==> src/rtl/fetch_stage.sv <==
// Fetch stage with F/D pipeline register: holds PCF, runs a one-outstanding
// request/valid handshake to instruction memory and feeds decode.
module fetch_stage #(
    parameter int           N        = 32,
    parameter logic [N-1:0] RESET_PC = '0
) (
    input  logic         clk,
    input  logic         rst,
    input  logic         StallF,
    input  logic         StallD,
    input  logic         FlushD,
    input  logic         BranchTakenE,
    input  logic [N-1:0] BranchTargetE,
    input  logic         PCSrcW,
    input  logic [N-1:0] ResultW,
    output logic         IMemReqF,
    output logic [N-1:0] IMemAddrF,
    input  logic         IMemValidF,
    input  logic [N-1:0] IMemRdataF,
    output logic [N-1:0] PCPlus4F,
    output logic         FetchBusyF,
    output logic [N-1:0] InstrD,
    output logic [N-1:0] PCPlus8D,
    output logic         ValidD
);

    typedef enum logic [2:0] {
        IDLE,
        REQ,
        WAIT,
        HOLD,
        DROP
    } state_t;

    state_t       state, state_next;
    logic [N-1:0] pc, pc_next;
    logic [N-1:0] instr_buf;
    logic [N-1:0] deliver_data;
    logic         deliver;
    logic         buf_load;
    logic         redirect;
    logic [N-1:0] target;
    logic         advance;

    assign redirect  = PCSrcW | BranchTakenE;
    assign target    = PCSrcW ? ResultW : BranchTargetE;
    // A flush in the delivery cycle would destroy the instruction, so it is parked in HOLD instead.
    assign advance   = !StallF && !StallD && !FlushD;

    assign PCPlus4F  = pc + N'(4);
    assign IMemAddrF = pc;
    assign IMemReqF  = (state == REQ);

    always_comb begin
        state_next   = state;
        pc_next      = pc;
        deliver      = 1'b0;
        deliver_data = IMemRdataF;
        buf_load     = 1'b0;
        FetchBusyF   = 1'b1;
        case (state)
            IDLE: begin
                state_next = REQ;
                if (redirect) pc_next = target;
            end
            REQ: begin
                if (redirect) begin
                    pc_next    = target;
                    state_next = DROP;
                end else begin
                    state_next = WAIT;
                end
            end
            WAIT: begin
                FetchBusyF = !IMemValidF;
                if (redirect) begin
                    pc_next    = target;
                    state_next = IMemValidF ? REQ : DROP;
                end else if (IMemValidF) begin
                    if (advance) begin
                        deliver    = 1'b1;
                        pc_next    = PCPlus4F;
                        state_next = REQ;
                    end else begin
                        buf_load   = 1'b1;
                        state_next = HOLD;
                    end
                end
            end
            HOLD: begin
                FetchBusyF   = 1'b0;
                deliver_data = instr_buf;
                if (redirect) begin
                    pc_next    = target;
                    state_next = REQ;
                end else if (advance) begin
                    deliver    = 1'b1;
                    pc_next    = PCPlus4F;
                    state_next = REQ;
                end
            end
            DROP: begin
                // The stale response is the only one outstanding; once it lands we may re-request.
                if (redirect) pc_next = target;
                if (IMemValidF) state_next = REQ;
            end
            default: state_next = IDLE;
        endcase
    end

    always_ff @(posedge clk) begin
        if (rst) begin
            state <= IDLE;
            pc    <= RESET_PC;
        end else begin
            state <= state_next;
            pc    <= pc_next;
        end
    end

    always_ff @(posedge clk) begin
        if (buf_load) instr_buf <= IMemRdataF;
    end

    // F/D register boundary
    always_ff @(posedge clk) begin
        if (rst) begin
            InstrD   <= '0;
            PCPlus8D <= '0;
            ValidD   <= 1'b0;
        end else if (FlushD) begin
            InstrD   <= '0;
            PCPlus8D <= '0;
            ValidD   <= 1'b0;
        end else if (StallD) begin
            InstrD   <= InstrD;
            PCPlus8D <= PCPlus8D;
            ValidD   <= ValidD;
        end else if (deliver) begin
            InstrD   <= deliver_data;
            PCPlus8D <= pc + N'(8);
            ValidD   <= 1'b1;
        end else begin
            InstrD   <= '0;
            ValidD   <= 1'b0;
        end
    end

endmodule

==> config.mk <==
export PLATFORM = sky130hd
export DESIGN_NAME = fetch_stage
export DESIGN_NICKNAME = d
export VERILOG_FILES = /design/src/rtl/fetch_stage.sv
export SDC_FILE = /design/constraint.sdc
export NUM_CORES = 1
export LEC_CHECK = 0
export ABC_AREA = 1
export CORE_MARGIN = 2
export CORE_UTILIZATION = 47
export CTS_CLUSTER_DIAMETER = 60
export CTS_CLUSTER_SIZE = 16
export DETAILED_ROUTE_END_ITERATION = 10
export PLACE_DENSITY = 0.81
export SYNTH_ARGS = -nofsm -noshare
export SYNTH_HDL_FRONTEND = slang
export SYNTH_SLANG_ARGS = --single-unit
==> constraint.sdc <==
create_clock -name clk -period 2.6 [get_ports clk]
set_clock_uncertainty 0.1 [all_clocks]
set_input_delay 0.52 -clock clk [delete_from_list [all_inputs] [get_ports clk]]
set_output_delay 0.52 -clock clk [all_outputs]
set_load 0.02 [all_outputs]
==> flow_metrics.tcl, run 1 <==
set metrics [dict create \
    worstSetupEndpointType "output port" \
    violations "negative setup slack" \
    port_buffers 234 \
    groute.usage.overall 0.303 \
    fin_ws_ns -0.0216 \
    finalHoldViolations 0 \
    number_of_clock_buffers_inserted_by_tritoncts 17 \
    hold-worst-slack_ns 0.363 \
    place_congestion 0.949 \
    cts_max_level 4 \
    synthesis.area_um2 7080 \
    num-nets-final 1393 \
    postSynthRegisterBits 132 \
    layout-drive-gt1-share 0.175 \
    critical_path_arrival_ns 2.00 \
    synth_cell_type_count 45 \
    fp.coreArea_um2 14600 \
    design.die.area_um2 16100 \
    critical_path_peak_fanout 4 \
    global_route.overflow_total 0 \
    post_synth_mux_area_share 0.00283 \
    family_of_cells_with_the_greatest_summed_delay_on_the_critical_path "simple AND/OR/NAND/NOR gates" \
    fp.dieH_um 127 \
    synth-seq-area-share 0.418 \
    grt_first_pass_wirelength_mm 38.0 \
    critical-path-max-stage-delay_ns 0.36 \
    drt-vias-per-instance 5.20 \
    hold_class "flop to flop" \
    postRouteAntennaNets 0 \
    crit_type "flop to output port" \
    synth-compound-area-share 0.137 \
    crit_path_cell_trace "ha_2 > nand2_2 > nor2_4 > nand2_2 > nor2_4 > buf_4 > nand3_2 > and2_1 > clkbuf_2" \
    main_combinational_cell_family_by_area_after_synthesis "simple AND/OR/NAND/NOR gates" \
    rows 44 \
    timing.final.setup_violations 1 \
    final_common_cell "sky130_fd_sc_hd__nand2_1" \
    antenna_found_initial 0 \
    worst_pin_slew_ns 0.396 \
    die_width_um 127 \
    wl_cell_um 16.1 \
    synth-simple-area-share 0.325 \
    number_of_top_level_pins 235 \
    clkTransAtPathRegs_ns 0.07 \
    overall_routed_net_length_mm 23.9 \
    final.period_utilization 1.01 \
    yosys_warnings 0 \
    first_global_vias 7504 \
    status "finished, violations left" \
    cts_tree "yes" \
    postSynthNetCount 1097 \
    drt_first_iter_violations 484 \
    maxCapViolations 0 \
    area_delta_synth_final_pct 51.7 \
    hold-path-cell-count 2 \
    dominantRegCellSynth "sky130_fd_sc_hd__dfxtp_1" \
    critical_path.slowest_cell "sky130_fd_sc_hd__dfxtp_4" \
    avgSynthCellArea_um2 7.15 \
    power_per_cell_area_nw_per_um2 539 \
    worst_ep_required_time_ns 1.98 \
    cp.depth 9 \
    clk-insertion-delay-late_ns 0.43 \
    num_antenna_cells 0 \
    dp.final_hpwl_mm 18.0 \
    synth-async-reset-ratio 0 \
    synth_edf_count 32 \
    timing.critical_path.buf_inv 2 \
    postSynthCellCount 991 \
    peakVddDrop_mv 0.516 \
    yosys.area_share.xor_xnor 0.0389 \
    max-clock-path-buffers 2 \
    r2r_cells 14 \
    clkSinkCount 132 \
    cts.root.buffer_cell "sky130_fd_sc_hd__clkbuf_16" \
    slew_headroom 0.735 \
    drt_pass_1_iters 6 \
    rsz0062_at_grt "true" \
    floorplan.initialDensity 0.484 \
    layout_common_cells "sky130_fd_sc_hd__nand2_1 (325), sky130_fd_sc_hd__clkdlybuf4s50_1 (206), sky130_fd_sc_hd__nor2_1 (100)" \
    timing_max_transition_violations_final 0 \
    yosys.area_share.adder 0.00353 \
    filler_cell_count 1150 \
    max_freq_ghz 0.381 \
    vias 7720 \
    cellLeakagePower_nw 4.38 \
    remaining_drc_errors 0 \
    setup.worst_path.start_class "flop" \
    final_period_minus_worst_setup_slack_ns 2.62 \
    pre_cts_slack_ns -0.0335 \
    largest_net_degree_at_the_start_of_global_routing 45 \
]
==> synthesized netlist by cell type (11+ instances only) <==
cell type                  instances  area share
sky130_fd_sc_hd__a21oi_1          91       0.064
sky130_fd_sc_hd__buf_2            17       0.012
sky130_fd_sc_hd__clkbuf_1         16      0.0085
sky130_fd_sc_hd__dfxtp_1         100        0.28
sky130_fd_sc_hd__edfxtp_1         32        0.14
sky130_fd_sc_hd__inv_1            58       0.031
sky130_fd_sc_hd__nand2_1         327        0.17
sky130_fd_sc_hd__nand3_1          41       0.029
sky130_fd_sc_hd__nor2_1          105       0.056
sky130_fd_sc_hd__nor2_4           13       0.021
sky130_fd_sc_hd__o21ai_0          65       0.046
sky130_fd_sc_hd__o21ai_1          11      0.0078
sky130_fd_sc_hd__xor2_1           19       0.023
==> logic make-up (layout without fill, tap and decap cells) <==
family / after synthesis / in the layout
muxes: 2 / 2
buffers and inverters: 114 / 423
xor gates and xnor gates: 28 / 28
AOI/OAI and AO/OA: 185 / 185
adders and majority gates: 2 / 2
and+or+nand+nor: 528 / 528
DFF: 132 / 132
==> sequential cells by signal, indices dropped and copies added, names as in the netlist <==
name,flops
InstrD,32
instr_buf,32
PCPlus8D,32
ValidD,1
state,3
IMemAddrF,32
==> metal layers <==
layer	vias up	global-route usage	wire length, um
met5	-	0	0
li1	3792	-	-
met1	3526	0.365	9660
met2	338	0.515	11600
met4	0	0.137	978
met3	64	0.0709	1690
==> worst reg2reg max path, delay by kind of cell, from the launching register on <==
family                 cells  cell delay, ns
AND/OR/NAND/NOR            4            0.55
buffers and inverters      8            0.76
flip-flops                 1            0.42
AO/OA/AOI/OAI              2            0.38
==> area by class of cell <==
class | count | area [um2] | share of cell area
inverters | 66 | 251 | 0.0234
well taps | 184 | 230 | 0.0214
multi-input cells | 745 | 3680 | 0.343
clock inverters | 15 | 163 | 0.0151
clock buffers | 17 | 425 | 0.0396
flip-flops and latches | 132 | 2980 | 0.277
repair buffers | 325 | 3020 | 0.281
==> worst paths after layout <==
path | slack [ns] | startpoint | end
min | 0.36 | InstrD[15] | InstrD[15]
min reg2reg | 0.36 | InstrD[15] | InstrD[15]
max reg2reg | 0.32 | IMemAddrF[7] | IMemAddrF[22]
max | -0.02 | IMemAddrF[4] | PCPlus4F[25]
==> through the flow <==
| step | util | power, W | setup TNS [ns] | area (um2) | instances |
|---|---|---|---|---|---|
| floorplan | - | 0.00281 | 0 | 7080 | 991 |
| global placement | 0.685 | 0.00341 | -0.0187 | 10000 | 1437 |
| detailed placement | 0.685 | 0.00342 | -0.135 | 10000 | 1437 |
| CTS | 0.732 | 0.00580 | -0.226 | 10700 | 1480 |
| global route | 0.734 | 0.00600 | -0.315 | 10700 | 1484 |
| finish | 0.734 | 0.00579 | -0.0216 | 10700 | 1484 |
==> report_power, final <==
part           internal [W]  switching (W)
clock               0.00136        0.00103
sequential          0.00216      0.0000721
combinational      0.000531       0.000628
==> repair_timing <==
item                       CTS  global route
gates cloned                 0             0
pin swaps                    6             5
resized for setup           90            39
setup endpoints to repair   27            26
hold buffers                 0             0
setup buffers               11             4
Power figures use the tool's default switching activity.
==> run 2, diff against run 1 <==
--- a/config.mk
+++ b/config.mk
@@ -5,9 +5,11 @@
 export SDC_FILE = /design/constraint.sdc
 export NUM_CORES = 1
 export LEC_CHECK = 0
-export ABC_AREA = 1
+export ABC_AREA = 0
+export CELL_PAD_IN_SITES_DETAIL_PLACEMENT = 1
+export CELL_PAD_IN_SITES_GLOBAL_PLACEMENT = 1
 export CORE_MARGIN = 2
-export CORE_UTILIZATION = 47
+export CORE_UTILIZATION = 34
 export CTS_CLUSTER_DIAMETER = 60
 export CTS_CLUSTER_SIZE = 16
 export DETAILED_ROUTE_END_ITERATION = 10
==> run 2 against run 1 <==
  * The run still ends with negative setup slack left
  * Worst hold slack got worse by 0.00091 ns
  * Maximum frequency down 9.3%
  * Sequential power about the same
  * Routed wire length up 44%
  * Final area increased by 8.1%
  * Synthesized cell count shrank 19%
  * Sequential share of layout area fell by 1.9 points
  * Cell count shrank 4.2%
  * Global-route usage down 0.70 points
  * Largest power group unchanged
==> flow_metrics.tcl, run 2 <==
set metrics [dict create \
    status "finished, violations left" \
    violations "negative setup slack" \
    clkPwrFrac 0.421 \
    postRouteAntennaNets 0 \
    final_common_cell "sky130_fd_sc_hd__clkdlybuf4s50_1" \
    peakVddDrop_mv 0.350 \
    clkSinkCount 132 \
    rsz0062_at_grt "true" \
    critical_path_arrival_ns 2.27 \
    setup.worst_path.start_class "flop" \
    detailed_place.area_um2 10300 \
    critical_path_peak_fanout 4 \
    synth-seq-area-share 0.426 \
    design.die.area_um2 21600 \
    pwr-share-comb 0.198 \
    synth_top_area_frac 0.288 \
    synth_common_cells "sky130_fd_sc_hd__nor2_1 (137), sky130_fd_sc_hd__dfxtp_1 (100), sky130_fd_sc_hd__a21oi_1 (78), sky130_fd_sc_hd__mux2i_1 (62), sky130_fd_sc_hd__nand2_1 (45)" \
    timing_max_transition_violations_final 0 \
    number_of_clock_buffers_inserted_by_tritoncts 17 \
    power.share.switching 0.305 \
    post-route-util 0.576 \
    die_width_um 147 \
    clkTransAtPathRegs_ns 0.07 \
    postSynthRegisterBits 132 \
    remaining_drc_errors 0 \
    synth_most_common_cell "sky130_fd_sc_hd__nor2_1" \
    dp.final_hpwl_mm 21.6 \
    slew_headroom 0.489 \
    timing.final.setup_violations 18 \
    global_route.overflow_total 0 \
    cellInternalPower_w 0.00406 \
    yosys_warnings 0 \
    cts_tree "yes" \
    clk-insertion-delay-late_ns 0.44 \
    num_antenna_cells 0 \
    cts.root.buffer_cell "sky130_fd_sc_hd__clkbuf_16" \
    place_congestion 0.934 \
    number_of_top_level_pins 235 \
    final.period_utilization 1.11 \
    yosys-top-cells-area "sky130_fd_sc_hd__dfxtp_1 (29%), sky130_fd_sc_hd__edfxtp_1 (14%), sky130_fd_sc_hd__mux2i_1 (8.9%), sky130_fd_sc_hd__nor2_1 (7.4%), sky130_fd_sc_hd__a21oi_1 (5.6%)" \
    postSynthNetCount 910 \
    crit_type "flop to output port" \
    worst_pin_slew_ns 0.763 \
    cts_max_level 4 \
    postSynthCellCount 804 \
    floorplan.initialDensity 0.345 \
    num-nets-final 1244 \
    fin_ws_ns -0.291 \
    layout-drive-gt1-share 0.259 \
    synthesis.area_um2 6960 \
    port_buffers 234 \
    cellLeakagePower_nw 4.77 \
    layout_common_cells "sky130_fd_sc_hd__clkdlybuf4s50_1 (205), sky130_fd_sc_hd__buf_4 (145), sky130_fd_sc_hd__nor2_1 (129)" \
    vias 8040 \
    hold-worst-slack_ns 0.362 \
    synth-async-reset-ratio 0 \
    synth_edf_count 32 \
    post-route-cell-area_um2 11600 \
    fp.dieH_um 147 \
    final_period_minus_worst_setup_slack_ns 2.89 \
    grt_first_pass_wirelength_mm 49.4 \
    largest_net_degree_at_the_start_of_global_routing 42 \
    sequential_group_share_of_total_power 0.381 \
    totalNegativeSetupSlack_ns -2.47 \
    drt_first_iter_violations 531 \
    drt-vias-per-instance 5.66 \
    rows 52 \
    yosysTopAreaCell "sky130_fd_sc_hd__dfxtp_1" \
    first_global_vias 8424 \
    drt_pass_1_iters 5 \
    area_delta_synth_final_pct 67.0 \
    fp.coreArea_um2 20200 \
    dominantRegCellSynth "sky130_fd_sc_hd__dfxtp_1" \
    max_freq_ghz 0.346 \
    hold_class "flop to flop" \
    overall_routed_net_length_mm 34.4 \
    synth_cell_type_count 63 \
    avgSynthCellArea_um2 8.65 \
    antenna_found_initial 0 \
    worstSetupEndpointType "output port" \
    maxCapViolations 0 \
    p_switching_w 0.00178 \
    power_per_cell_area_nw_per_um2 503 \
    max-clock-path-buffers 2 \
    wl_cell_um 24.2 \
    groute.usage.overall 0.296 \
    worst_ep_required_time_ns 1.98 \
    finalHoldViolations 0 \
]
[run 2: routing by layer]
| metal | global-route usage | vias up | share of wire |
|---|---|---|---|
| met3 | 0.0739 | 143 | 0.074 |
| met4 | 0.127 | 0 | 0.052 |
| met5 | 0 | - | 0 |
| met1 | 0.340 | 3913 | 0.38 |
| met2 | 0.523 | 463 | 0.49 |
| li1 | - | 3521 | - |
[run 2: through the flow]
step                      power, W  setup slack [ns]  std cells
after global routing       0.00601            -0.391       1421
after CTS                  0.00576            -0.266       1404
after floorplan            0.00273           -0.0661        804
final                      0.00584            -0.291       1421
after detailed placement   0.00331            -0.230       1352
after global placement     0.00329            -0.202       1352
[run 2: critical path, stage by stage (launching register included)]
cell and delay (ns):
sky130_fd_sc_hd__dfxtp_2 0.38, sky130_fd_sc_hd__nand4_4 0.13, sky130_fd_sc_hd__or4_4 0.55, sky130_fd_sc_hd__buf_6 0.15, sky130_fd_sc_hd__nor4_4 0.28, sky130_fd_sc_hd__xor2_1 0.17, sky130_fd_sc_hd__buf_4 0.16
[run 2: repair_timing]
item | 4_1_cts | 5_1_grt
hold buffers | 0 | 0
setup endpoints to repair | 27 | 28
buffers inserted | 20 | 21
pin swaps | 25 | 24
resized for setup | 189 | 48
gates cloned | 0 | 0
[run 2: cell families (layout without fill, tap and decap cells)]
kind of cell             Yosys count  count (layout)  share of synthesized area
AO/OA/AOI/OAI                    176             176                      0.149
XOR/XNOR                          53              53                     0.0667
adder cells (fa/ha/maj)            2               2                    0.00360
buffers and inverters             83             430                     0.0523
flip-flops                       132             132                      0.426
multiplexers                      66              66                     0.0957
AND/OR/NAND/NOR                  292             292                      0.206
[run 2: power groups by stage]
| stage | Sequential, W | Combinational [W] | Clock (W) |
|---|---|---|---|
| 6_report | 0.00223 | 0.00116 | 0.00246 |
| 5_1_grt | 0.00223 | 0.00121 | 0.00257 |
| 4_1_cts | 0.00221 | 0.00109 | 0.00246 |
| 3_5_place_dp | 0.00225 | 0.00106 | 0 |
| 3_3_place_gp | 0.00224 | 0.00105 | 0 |
| 2_1_floorplan | 0.00229 | 0.000441 | 0 |
[run 2: path summary, 6_finish.rpt]
path,start,to,slack [ns],cells past startpoint
worst min register to register,PCPlus8D[1],PCPlus8D[1],0.36,2
worst max-delay path,IMemAddrF[17],PCPlus4F[28],-0.29,6
worst min-delay path,PCPlus8D[1],PCPlus8D[1],0.36,2
worst max register to register,IMemAddrF[20],IMemAddrF[26],-0.10,10
[run 2: area by class of cell]
type | count | area [um2]
inverters | 9 | 33.8
well taps | 270 | 338
clock buffers | 17 | 425
repair buffers | 389 | 3610
clock inverters | 15 | 160
multi-input cells | 589 | 4050
fillers | 2257 | 8550
flip-flops and latches | 132 | 3000
==> run 3, diff against run 2 <==
--- a/config.mk
+++ b/config.mk
@@ -9,11 +9,12 @@
 export CELL_PAD_IN_SITES_DETAIL_PLACEMENT = 1
 export CELL_PAD_IN_SITES_GLOBAL_PLACEMENT = 1
 export CORE_MARGIN = 2
-export CORE_UTILIZATION = 34
+export CORE_UTILIZATION = 46
 export CTS_CLUSTER_DIAMETER = 60
 export CTS_CLUSTER_SIZE = 16
 export DETAILED_ROUTE_END_ITERATION = 10
-export PLACE_DENSITY = 0.81
+export DONT_BUFFER_PORTS = 1
+export PLACE_DENSITY = 0.78
 export SYNTH_ARGS = -nofsm -noshare
 export SYNTH_HDL_FRONTEND = slang
 export SYNTH_SLANG_ARGS = --single-unit
==> run 3 against run 2 <==
  * The run still ends with negative setup slack left
  * Routed wire length fell by 22%
  * Non-clock buffer count shrank 265
  * Power shrank 4.5%
  * Die area shrank 25%
  * Clock power increased by 5%
  * Worst hold slack lost 0.29 ns
  * Via count fell by 17%
  * Maximum frequency grew 1.2%
  * Clock-buffer cell count increased by 3
  * Critical path type unchanged
  * Critical endpoint is now PCPlus4F[21]
  * Largest cell class unchanged
  * Highest routed layer unchanged
==> flow_metrics.tcl, run 3 (synthesized netlist as in run 2, its figures left out) <==
set metrics [dict create \
    drt_first_iter_violations 545 \
    fp.dieH_um 127 \
    number_of_clock_buffers_inserted_by_tritoncts 17 \
    post-route-util 0.612 \
    r2r-start "IMemAddrF[19]" \
    cts_max_level 4 \
    first_global_vias 6605 \
    grt_first_pass_wirelength_mm 38.2 \
    cts_tree "yes" \
    violations "negative setup slack" \
    fin_ws_ns -0.256 \
    fp.coreArea_um2 14600 \
    sequential_group_share_of_total_power 0.401 \
    p_switching_w 0.00149 \
    largest_net_degree_at_the_start_of_global_routing 56 \
    num_antenna_cells 0 \
    status "finished, violations left" \
    layout_common_cells "sky130_fd_sc_hd__nor2_1 (129), sky130_fd_sc_hd__buf_4 (99), sky130_fd_sc_hd__dfxtp_1 (84)" \
    met2WireLength_mm 13.2 \
    holdCritStartpoint "rst" \
    final_common_cell "sky130_fd_sc_hd__nor2_1" \
    port_buffers 0 \
    floorplan.initialDensity 0.475 \
    critical_path.slowest_cell "sky130_fd_sc_hd__dfxtp_4" \
    crit_type "flop to output port" \
    hold_class "primary input to flop" \
    layout-drive-gt1-share 0.264 \
    timing.final.setup_violations 18 \
    critical_path_peak_fanout 7 \
    wl_cell_um 25.0 \
    cellLeakagePower_nw 3.64 \
    setup.worst_path.start_class "flop" \
    totalNegativeSetupSlack_ns -1.74 \
    dp.final_hpwl_mm 17.8 \
    clkPwrFrac 0.462 \
    worst_ep_required_time_ns 1.98 \
    vias 6666 \
    postRouteAntennaNets 0 \
    maxCapViolations 0 \
    die_width_um 127 \
    design.die.area_um2 16100 \
    crit_path_cell_trace "ha_4 > nand4_1 > buf_6 > nor3_4 > nand2_2 > nor2_2 > xor2_1 > buf_4" \
    rows 44 \
    critical_path_arrival_ns 2.24 \
    area_delta_synth_final_pct 28.9 \
    max-clock-path-buffers 2 \
    pwr-share-comb 0.138 \
    number_of_top_level_pins 235 \
    clkSinkCount 132 \
    cts.root.buffer_cell "sky130_fd_sc_hd__clkbuf_16" \
    global_route.overflow_total 0 \
    power_per_cell_area_nw_per_um2 622 \
    power_w 0.00558 \
    wl_met3_mm 2.10 \
    dpl.cell_count 1002 \
    worst_pin_slew_ns 1.06 \
    antenna_found_initial 0 \
    highest-signal-layer "met4" \
    drt_pass_1_iters 5 \
    timing_max_transition_violations_final 0 \
    post-route-cell-area_um2 8970 \
    final.period_utilization 1.10 \
    place_congestion 0.929 \
    num-nets-final 979 \
    rsz0062_at_grt "true" \
    cellInternalPower_w 0.00409 \
    worstSetupEndpointType "output port" \
    clkTransAtPathRegs_ns 0.07 \
    power.share.switching 0.267 \
    critical-path-max-stage-delay_ns 0.43 \
    clk-insertion-delay-late_ns 0.42 \
    final-instance-count-excl-fill 1070 \
    max_freq_ghz 0.350 \
    peakVddDrop_mv 0.428 \
    groute.usage.overall 0.305 \
    remaining_drc_errors 0 \
    slew_headroom 0.290 \
    overall_routed_net_length_mm 26.8 \
    drt-vias-per-instance 6.23 \
    detailed_place.area_um2 7630 \
    final_period_minus_worst_setup_slack_ns 2.86 \
    crit_path_start "IMemAddrF[4]" \
    finalHoldViolations 0 \
    detail_route.wirelength.met1_mm 10.4 \
]
[run 3: timing repair]
| action | CTS | global route |
|---|---|---|
| setup endpoints to repair | 21 | 23 |
| setup buffers | 17 | 18 |
| gates resized for setup | 54 | 48 |
| pin swaps | 19 | 26 |
| cloned | 1 | 0 |
| hold buffers | 0 | 0 |
[run 3: worst paths after layout]
kind / endpoint / slack [ns] / cells after the start
max: PCPlus4F[21] / -0.26 / 8
min: IMemAddrF[2] / 0.07 / 1
max reg2reg: IMemAddrF[26] / 0.05 / 10
min reg2reg: PCPlus8D[0] / 0.45 / 2
[run 3: metrics by stage]
| step | setup WS [ns] | hold WS, ns |
|---|---|---|
| finish | -0.256 | 0.0696 |
| global route | -0.281 | 0.0506 |
| CTS | -0.175 | 0.0518 |
| global placement | 0.204 | 0.447 |
| detailed placement | 0.153 | 0.451 |
| floorplan | -0.0661 | 0.435 |
[run 3: worst max-delay path: cells and delay by family, from the launching register on]
kind | cells | cell delay (ns)
xor+xnor | 1 | 0.24
flops | 1 | 0.43
fa+ha+maj | 1 | 0.15
buf+inv | 2 | 0.36
simple gates | 4 | 0.62
[run 3: area by class of cell]
cell class,count,area (um2)
fillers,1641,5680
multi-input cells,589,3990
flip-flops and latches,132,3000
repair buffers,124,1080
clock buffers,20,447
well taps,184,230
clock inverters,12,180
inverters,9,37.5
[run 3: metal layers]
| layer | global-route usage | vias up |
|---|---|---|
| met3 | 0.0928 | 67 |
| met5 | 0 | - |
| li1 | - | 2984 |
| met4 | 0.139 | 0 |
| met2 | 0.518 | 375 |
| met1 | 0.355 | 3240 |
[run 3: power groups by stage]
stage	Clock (W)	Sequential, W	Combinational [W]
after CTS	0.00259	0.00223	0.000713
after global routing	0.00269	0.00224	0.000804
after detailed placement	0	0.00226	0.000675
after floorplan	0	0.00229	0.000441
final	0.00258	0.00224	0.000767
after global placement	0	0.00226	0.000661
